$ cat src/rtl/popcount_gen_pkg.sv
// Shared constants and types for the exact-popcount vector generator.
// Latency: none (declarations only).
// Backpressure: none (declarations only).
package popcount_gen_pkg;

  // Default vector width and the count width needed to hold 0..N.
  localparam int POP_N  = 27;
  localparam int POP_CW = 5;

  // 16-bit Galois LFSR feedback mask (right-shifting form) and reset seed.
  localparam logic [15:0] LFSR_TAP  = 16'hB400;
  localparam logic [15:0] LFSR_SEED = 16'hACE1;

  typedef enum logic [1:0] {
    IDLE    = 2'd0,
    BUILD   = 2'd1,
    PRESENT = 2'd2
  } state_t;

  // One step of the right-shifting Galois LFSR.
  function automatic logic [15:0] lfsr_step(input logic [15:0] s);
    return s[0] ? ((s >> 1) ^ LFSR_TAP) : (s >> 1);
  endfunction

endpackage

$ cat src/rtl/popcount_gen_lfsr.sv
// 16-bit Galois LFSR that steps only when adv is high; reset reloads SEED.
// Latency: new state visible one clock after adv.
// Backpressure: none; the caller gates advancement through adv.
module popcount_gen_lfsr
  import popcount_gen_pkg::*;
#(
  parameter logic [15:0] SEED = LFSR_SEED
) (
  input  logic        clk,
  input  logic        rst,
  input  logic        adv,
  output logic [15:0] state
);

  // Hold the state unless asked to advance; only reset reloads the seed.
  always_ff @(posedge clk or posedge rst) begin
    if (rst) begin
      state <= SEED;
    end else if (adv) begin
      state <= lfsr_step(state);
    end
  end

endmodule

$ cat src/rtl/popcount_vector_gen.sv
// Emits num N-bit vectors per command, each with exactly k ones placed by selection sampling.
// Latency: first out_valid N+1 cycles after the command cycle, then N+1 after each handshake.
// Backpressure: out_vec/out_count/out_last hold while out_valid && !out_ready; commands only taken in IDLE.
module popcount_vector_gen
  import popcount_gen_pkg::*;
#(
  parameter int          N    = POP_N,
  parameter int          CW   = POP_CW,
  parameter int          NUMW = 16,
  parameter logic [15:0] SEED = LFSR_SEED
) (
  input  logic            clk,
  input  logic            rst,
  input  logic            cmd_valid,
  output logic            cmd_ready,
  input  logic [CW-1:0]   cmd_count,
  input  logic [NUMW-1:0] cmd_num,
  output logic            out_valid,
  input  logic            out_ready,
  output logic [N-1:0]    out_vec,
  output logic [CW-1:0]   out_count,
  output logic            out_last,
  output logic            err,
  output logic            busy
);

  localparam logic [CW-1:0]   N_CW     = CW'(N);
  localparam logic [CW-1:0]   LAST_IDX = CW'(N - 1);
  localparam logic [CW-1:0]   ONE_CW   = CW'(1);
  localparam logic [NUMW-1:0] ONE_NUM  = NUMW'(1);

  state_t            state_q;
  state_t            state_d;
  logic [CW-1:0]     idx_q;
  logic [CW-1:0]     m_q;
  logic [CW-1:0]     k_q;
  logic [NUMW-1:0]   rem_q;
  logic [N-1:0]      vec_q;
  logic              err_q;
  logic [15:0]       lfsr_q;

  logic              cmd_fire;
  logic              cmd_bad;
  logic              cmd_empty;
  logic              out_fire;
  logic [CW-1:0]     r_rem;
  logic [CW+15:0]    prod;
  logic [CW-1:0]     scaled;
  logic              take_bit;

  assign cmd_fire  = cmd_valid && (state_q == IDLE);
  assign cmd_bad   = cmd_count > N_CW;
  assign cmd_empty = (cmd_num == '0);
  assign out_fire  = (state_q == PRESENT) && out_ready;

  // Selection sampling: take bit i with probability m/r, where r = N - i bits remain.
  // floor(lfsr*r / 2^16) lies in [0, r-1], so m == r always takes and m == 0 never does.
  always_comb begin
    r_rem    = N_CW - idx_q;
    prod     = {{CW{1'b0}}, lfsr_q} * {16'h0000, r_rem};
    scaled   = CW'(prod >> 16);
    take_bit = scaled < m_q;
  end

  popcount_gen_lfsr #(
    .SEED (SEED)
  ) u_lfsr (
    .clk   (clk),
    .rst   (rst),
    .adv   (state_q == BUILD),
    .state (lfsr_q)
  );

  // State register.
  always_ff @(posedge clk or posedge rst) begin
    if (rst) begin
      state_q <= IDLE;
    end else begin
      state_q <= state_d;
    end
  end

  // Next-state logic: one BUILD cycle per bit, then present until accepted.
  always_comb begin
    state_d = state_q;
    unique case (state_q)
      IDLE: begin
        if (cmd_fire && !cmd_bad && !cmd_empty) begin
          state_d = BUILD;
        end
      end
      BUILD: begin
        if (idx_q == LAST_IDX) begin
          state_d = PRESENT;
        end
      end
      PRESENT: begin
        if (out_ready) begin
          state_d = (rem_q == ONE_NUM) ? IDLE : BUILD;
        end
      end
      default: state_d = IDLE;
    endcase
  end

  // Datapath: latch commands, build the vector bit by bit, count vectors off on handshake.
  always_ff @(posedge clk or posedge rst) begin
    if (rst) begin
      idx_q <= '0;
      m_q   <= '0;
      k_q   <= '0;
      rem_q <= '0;
      vec_q <= '0;
      err_q <= 1'b0;
    end else begin
      err_q <= cmd_fire && cmd_bad;
      unique case (state_q)
        IDLE: begin
          if (cmd_fire && !cmd_bad) begin
            k_q   <= cmd_count;
            m_q   <= cmd_count;
            rem_q <= cmd_num;
            idx_q <= '0;
            vec_q <= '0;
          end
        end
        BUILD: begin
          vec_q[idx_q] <= take_bit;
          if (take_bit) begin
            m_q <= m_q - ONE_CW;
          end
          idx_q <= (idx_q == LAST_IDX) ? '0 : idx_q + ONE_CW;
        end
        PRESENT: begin
          if (out_fire) begin
            rem_q <= rem_q - ONE_NUM;
            if (rem_q != ONE_NUM) begin
              idx_q <= '0;
              m_q   <= k_q;
              vec_q <= '0;
            end
          end
        end
        default: begin
          idx_q <= '0;
        end
      endcase
    end
  end

  // Outputs decode from state so that reset drops them without waiting for a clock.
  always_comb begin
    cmd_ready = (state_q == IDLE);
    busy      = (state_q != IDLE);
    out_valid = (state_q == PRESENT);
    out_last  = (state_q == PRESENT) && (rem_q == ONE_NUM);
    out_vec   = vec_q;
    out_count = k_q;
    err       = err_q;
  end

endmodule
$ cat config.mk
export PLATFORM = sky130hd
export DESIGN_NAME = popcount_vector_gen
export DESIGN_NICKNAME = d
export VERILOG_FILES = /design/src/rtl/popcount_gen_pkg.sv /design/src/rtl/popcount_gen_lfsr.sv /design/src/rtl/popcount_vector_gen.sv
export SDC_FILE = /design/constraint.sdc
export NUM_CORES = 1
export LEC_CHECK = 0
export BUFFER_PORTS_ARGS = -buffer_cell sky130_fd_sc_hd__buf_2
export CAP_MARGIN = 20
export CORE_AREA = 10 10 156 122
export CTS_CLUSTER_DIAMETER = 50
export DETAILED_ROUTE_END_ITERATION = 16
export DIE_AREA = 0 0 166 132
export GPL_ROUTABILITY_DRIVEN = 0
export MAX_ROUTING_LAYER = met4
export PLACE_DENSITY = 0.55
export SYNTH_ARGS = -nofsm -noshare
export SYNTH_HDL_FRONTEND = slang
export SYNTH_SLANG_ARGS = --single-unit
$ cat constraint.sdc
create_clock -name clk -period 8.4 [get_ports clk]
set_clock_uncertainty 0.1 [all_clocks]
set_input_delay 1.68 -clock clk [delete_from_list [all_inputs] [get_ports clk]]
set_output_delay 1.68 -clock clk [all_outputs]
set_load 0.05 [all_outputs]
==> impl_metrics.yaml, run 1 <==
critical_path:
  worstSetupPathType: "register to register"
  cp.required_ns: 8.56
  timing.critical_path.from_type: "register"
  critPathArrivalTime_ns: 7.14
  end_kind: "register"
  path_max_fanout: 20
final_layout:
  drive_above_1_share_pct: 16.0
  syn_to_final_growth_pct: 13.9
  final_cell_mix: "o21ai_0, inv_1, dfrtp_1"
  final_nets: 865
  final_common_cell: "o21ai_0"
  fin_area_um2: 7160
  num_antenna_cells: 0
clock_network:
  h-tree-depth: 3
  tritoncts: "yes"
  cts_num_sinks: 77
  clk_latency_ns: 0.35
  cts_resized: 0
  path_clk_slew_ns: 0.06
  numCtsBuffers: 9
  post_cts_buffers: 0
  clockBufferDepth: 2
  hold_buffers: 0
  cts-root-buf: "clkbuf_16"
sta:
  holdWs_ns: 0.403
  fmax_mhz: 143
  relSlewSlack_pct: 33.3
  finalCritPeriodShare_pct: 83.2
  setup_viol: 0
  fin_setup_tns_ns: 0
  min_period_ns: 6.99
  drv_slew: 0
  tightest_slew_ns: 1.00
  rsz0062_at_grt: "false"
  final_hold_viol_count: 0
synth:
  yosysTopAreaCellShare_pct: 27.5
  synth_top_area_cell: "dfrtp_1"
  ys_ff_latch: 77
  syn_area_per_cell_um2: 8.89
  synth_fp_nets: 819
  synth-edff-count: 0
  netlist-cell-type-count: 48
  syn_area_um2: 6290
  yosysSeqAreaShare_pct: 30.8
  yosys_warnings: 0
  synthArstFlopShare_pct: 100
  synth_top_flop_cell: "dfrtp_1"
  syn_inst: 707
  synth_top_cells_by_area: "dfrtp_1, fa_1, ha_1"
detailed_routing:
  num_vias: 5183
  ant_nets: 0
  wl_per_cell_um: 16.6
  totalWireLength_mm: 16.1
  post-route-drc-count: 0
  drtIter0Drc: 315
  vias_per_cell: 5.35
  dr.pass1.iters: 5
global_routing:
  antenna_found_initial: 0
  grt_pass1_wl_mm: 26.8
  grt_overflow_total: 0
  grt_max_degree: 78
  grt_pass1_vias: 5215
  grt_usage_pct: 14.9
hold_path:
  min_path_type: "register to register"
job:
  maxCapViolations: 0
floorplanning:
  dieArea_um2: 21900
  rows: 40
  core_um2: 15900
  io_pins: 62
  dieWidth_um: 166
  dieHeight_um: 132
  start_util_pct: 39.6
placement:
  dpl.hpwl_mm: 11.6
  placed_cell_area_um2: 6760
  portBuffers: 61
run_status:
  outcome: "complete, no violations"
cell families (layout without fill, tap and decap cells):
kind of cell | Yosys count | after routing | synth area share (%)
muxes | 21 | 21 | 3.68
buffers and inverters | 111 | 162 | 6.79
AOI/OAI and AO/OA | 183 | 183 | 16.7
xor gates and xnor gates | 11 | 11 | 1.53
adders and majority gates | 87 | 87 | 22.2
and+or+nand+nor | 217 | 217 | 18.3
DFF | 77 | 77 | 30.8
sequential cells by signal, summed over array words and instances (netlist names):
| signal | cells |
|---|---|
| state_q | 2 |
| u_lfsr.state | 16 |
| rem_q | 16 |
| m_q | 5 |
| idx_q | 5 |
| out_vec | 27 |
| out_count | 5 |
| err | 1 |
worst max-delay path: stages, from the launching register on:
cell and delay, ns:
dfrtp_1 0.68, ha_1 0.52, and2_1 0.27, fa_1 0.48, fa_1 0.55, inv_1 0.06
fa_1 0.53, inv_1 0.04, ha_1 0.30, a211oi_2 0.24, o22ai_1 0.11, a2111o_1 0.40
o31ai_2 0.35, nor2_1 0.09, o21a_1 0.23, o22ai_1 0.17, xnor2_1 0.15, ha_1 0.27
nor2b_1 0.13, o21ai_0 0.19, nor3b_1 0.21, buf_4 0.20, nand4_1 0.32, o21ai_0 0.29
Yosys cell counts (2+ instances only):
library cell	n
dfstp_2	8
or3_1	5
nand3_1	19
a311oi_1	2
nor3b_1	11
o211ai_1	7
o21ai_1	2
nand2b_1	2
clkbuf_1	28
xnor2_1	10
nand2_1	46
nor4_1	5
dfrtp_1	69
nor2_1	30
buf_1	4
a211oi_2	2
o31ai_2	2
a22oi_1	3
o22a_1	3
inv_1	76
a21o_1	3
and3_1	2
nand4_1	9
a211oi_1	2
mux2i_1	4
nor2b_1	17
nor3_1	17
and2_1	46
ha_1	46
o21ai_0	79
nand3b_1	3
a21oi_1	57
fa_1	41
or2_2	2
buf_2	2
mux2_2	17
o22ai_1	15
worst paths after layout:
check / startpoint / end / slack [ns] / cells after the start
max: idx_q[3]$_DFFE_PP0P_ / out_vec[9]$_DFFE_PP0P_ / 1.41 / 23
min: out_vec[7]$_DFFE_PP0P_ / out_vec[7]$_DFFE_PP0P_ / 0.40 / 2
max reg2reg: idx_q[3]$_DFFE_PP0P_ / out_vec[9]$_DFFE_PP0P_ / 1.41 / 23
min reg2reg: out_vec[7]$_DFFE_PP0P_ / out_vec[7]$_DFFE_PP0P_ / 0.40 / 2
max in group asynchronous: rst / u_lfsr.state[15]$_DFFE_PP1P_ / 6.28 / 4
min in group asynchronous: rst / out_vec[8]$_DFFE_PP0P_ / 1.27 / 3
area by class of cell:
class                           instances  area (um2)
Clock buffer                            9         225
Clock inverter                          7         124
Fill cell                            1553        8710
Inverter                               76         285
Multi-Input combinational cell        519        3930
Sequential cell                        77        1940
Tap cell                              210         263
Timing Repair Buffer                   70         398
per-stage QoR:
step | cells | util (%) | setup WS, ns
global placement | 949 | 42.6 | 1.66
floorplan | 707 | - | 1.75
global route | 968 | 45.1 | 0.853
detailed placement | 949 | 42.6 | 1.46
finish | 968 | 45.1 | 1.41
CTS | 965 | 44.8 | 1.42
routing by layer:
| layer | GRT usage, % | vias up | share of wire, % |
|---|---|---|---|
| li1 | - | 2514 | - |
| met1 | 20.4 | 2548 | 51 |
| met2 | 22.1 | 109 | 45 |
| met3 | 2.71 | 12 | 3.7 |
| met4 | 3.83 | 0 | 0.77 |
| met5 | - | - | 0 |
Power of run 1 is left out: the tool's default activity adds up to more than one toggle a clock period on the data nets, which glitch-free logic cannot reach.
==> run 2: changes to the inputs <==
--- a/config.mk
+++ b/config.mk
@@ -5,15 +5,16 @@
 export SDC_FILE = /design/constraint.sdc
 export NUM_CORES = 1
 export LEC_CHECK = 0
+export ABC_AREA = 1
 export BUFFER_PORTS_ARGS = -buffer_cell sky130_fd_sc_hd__buf_2
 export CAP_MARGIN = 20
-export CORE_AREA = 10 10 156 122
+export CORE_AREA = 10 10 162 126
 export CTS_CLUSTER_DIAMETER = 50
 export DETAILED_ROUTE_END_ITERATION = 16
-export DIE_AREA = 0 0 166 132
+export DIE_AREA = 0 0 172 136
 export GPL_ROUTABILITY_DRIVEN = 0
 export MAX_ROUTING_LAYER = met4
-export PLACE_DENSITY = 0.55
+export PLACE_DENSITY = 0.57
 export SYNTH_ARGS = -nofsm -noshare
 export SYNTH_HDL_FRONTEND = slang
 export SYNTH_SLANG_ARGS = --single-unit
==> constraint.sdc (replaced) <==
create_clock -name clk -period 6.1 [get_ports clk]
set_clock_uncertainty 0.1 [all_clocks]
set_input_delay 1.22 -clock clk [delete_from_list [all_inputs] [get_ports clk]]
set_output_delay 1.22 -clock clk [all_outputs]
set_load 0.05 [all_outputs]
==> run 2 against run 1 <==
First-iteration DRC count grew 10%. Critical path depth grew 6. Routed wire length grew 7.6%. Synthesized area grew 7.5%. Maximum frequency grew 23%. Clock-buffer cell count grew 3.
==> impl_metrics.yaml, run 2 <==
pwr:
  leakage_uw: 0.00413
  switching_share_pct: 47.0
  p_total_uw: 2630
  irDropWorstVdd_mv: 0.238
  powerDensity_nw_per_um2: 340
  p_int_uw: 1390
  p_sw_uw: 1230
  p_comb_share_pct: 47.1
  clkPwrFrac_pct: 24.3
  seq_power_share_pct: 28.6
synth:
  synth_fp_nets: 1013
  syn_inst: 901
  synthXorXnorAreaFrac_pct: 1.04
  yosys-mux-area-fraction_pct: 0
  syn_area_um2: 6760
  synthArstFlopShare_pct: 100
  synth_top_cells_by_area: "dfrtp_1, fa_1, nand2_1"
  yosys_warnings: 0
  synth_top_family_by_area: "simple AND/OR/NAND/NOR gates"
  synthSimpleGateAreaFrac_pct: 26.4
  synth_compound_gate_area_share_pct: 11.6
  syn_area_per_cell_um2: 7.50
  netlist-cell-type-count: 49
  yosysSeqAreaShare_pct: 28.6
  synth_top_flop_cell: "dfrtp_1"
  synth_fa_ha_area_share_pct: 20.7
  synth-edff-count: 0
  synth_common_cells: "nand2_1, inv_1, nor2_1"
  synth_top_area_cell: "dfrtp_1"
  ys_ff_latch: 77
  synth_most_common_cell: "nand2_1"
  yosysTopAreaCellShare_pct: 25.5
clock_network:
  tritoncts: "yes"
  clk_latency_ns: 0.35
  cts-root-buf: "clkbuf_16"
  cts_num_sinks: 77
  h-tree-depth: 3
  path_clk_slew_ns: 0.06
  numCtsBuffers: 9
  clockBufferDepth: 2
sta:
  fin_setup_tns_ns: 0
  finalWorstSetupSlack_ns: 0.407
  finalCritPeriodShare_pct: 93.3
  relSlewSlack_pct: 38.2
  rsz0062_at_grt: "false"
  fmax_mhz: 176
  final_hold_viol_count: 0
  setup_viol: 0
  drv_slew: 0
  tightest_slew_ns: 0.925
  min_period_ns: 5.69
floorplanning:
  io_pins: 62
  start_util_pct: 39.0
  core_um2: 17300
  dieArea_um2: 23400
  dieWidth_um: 172
  dieHeight_um: 136
  rows: 42
detailed_routing:
  num_vias: 5689
  drtIter0Drc: 347
  post-route-drc-count: 0
  totalWireLength_mm: 17.3
  wl_per_cell_um: 14.6
  dr.pass1.iters: 5
  vias_per_cell: 4.81
  ant_nets: 0
final_layout:
  final_common_cell: "nand2_1"
  num_antenna_cells: 0
  final_cell_mix: "nand2_1, inv_1, nor2_1"
  final_nets: 1070
  fin_area_um2: 7730
  drive_above_1_share_pct: 16.4
  fin_cells: 1183
  syn_to_final_growth_pct: 14.3
  largest_reg_flops: 27
critical_path:
  cp_num_buf_inv: 5
  crit_path_max_incr_delay_ns: 0.55
  worst_path_max_delay_cell: "fa_1"
  worstSetupPathType: "register to register"
  end_kind: "register"
  critPathArrivalTime_ns: 5.82
  path_max_fanout: 7
  cp.required_ns: 6.23
  timing.critical_path.from_type: "register"
  path_delay_family: "adder cells"
  cp_common_cell: "nand2_2"
job:
  maxCapViolations: 0
global_routing:
  globalRouteMet2Util_pct: 20.9
  grt_usage_pct: 15.6
  grt_pass1_vias: 5641
  grt_max_degree: 54
  met3_usage_pct: 3.19
  grt_overflow_total: 0
  antenna_found_initial: 0
  use_met1_pct: 23.7
  top_usage_layer: "met1"
  grt_pass1_wl_mm: 28.8
placement:
  placed_cell_area_um2: 7250
  dpl.hpwl_mm: 12.9
  portBuffers: 61
  place_ws_ns: 0.121
  dp.cells: 1162
run_status:
  outcome: "complete, no violations"
hold_path:
  min_path_type: "register to register"
[run 2: layer usage]
metal	share of wire, %	wire length, um
met1	56	9690
met4	0.64	111
met5	0	0
met2	40	6910
met3	3.4	582
[run 2: final timing paths]
kind,from,end,slack (ns),depth (start not counted)
max,idx_q[3]$_DFFE_PP0P_,m_q[0]$_DFFE_PP0P_,0.41,29
min,out_vec[6]$_DFFE_PP0P_,out_vec[6]$_DFFE_PP0P_,0.37,2
max reg2reg,idx_q[3]$_DFFE_PP0P_,m_q[0]$_DFFE_PP0P_,0.41,29
min reg2reg,out_vec[6]$_DFFE_PP0P_,out_vec[6]$_DFFE_PP0P_,0.37,2
max in group asynchronous,rst,idx_q[3]$_DFFE_PP0P_,4.03,3
min in group asynchronous,rst,out_vec[12]$_DFFE_PP0P_,0.79,2
[run 2: repair_timing]
item	4_1_cts	5_1_grt
endpoints found under the setup margin	0	32
hold buffers	0	0
buffers inserted	0	5
gates resized for setup	0	21
[run 2: cells by family (layout without fill, tap and decap cells)]
| family | Yosys count | count (layout) |
|---|---|---|
| simple gates | 393 | 393 |
| buf+inv | 192 | 254 |
| compound gates | 144 | 144 |
| fa+ha+maj | 87 | 87 |
| flops | 77 | 77 |
| xor+xnor | 8 | 8 |
[run 2: cell type report]
cell class / count / area (um2)
clock inverter: 4 / 95.1
multi-input combinational: 632 / 4110
tap: 220 / 275
clock buffer: 12 / 256
inverter: 161 / 618
fill: 1812 / 9620
timing repair buffer: 77 / 429
sequential: 77 / 1940
[run 2: power groups by stage]
stage / clock network [uW] / logic (uW) / registers (uW)
final: 639 / 1240 / 751
after global routing: 673 / 1410 / 769
after CTS: 655 / 1230 / 749
after detailed placement: 0 / 1230 / 757
after global placement: 0 / 1230 / 758
after floorplan: 0 / 915 / 793
[run 2: worst min-delay path: stages, from the launching register on]
cell	delay (ns)
dfrtp_1	0.33
nand2_1	0.05
nand2_1	0.06
[run 2: per-stage QoR]
stage | hold WS [ns] | util (%)
CTS | 0.379 | 43.8
detailed placement | 0.361 | 41.8
global route | 0.402 | 44.6
floorplan | 0.342 | -
finish | 0.373 | 44.6
global placement | 0.362 | 41.8
(Power assumes the default switching activity.)
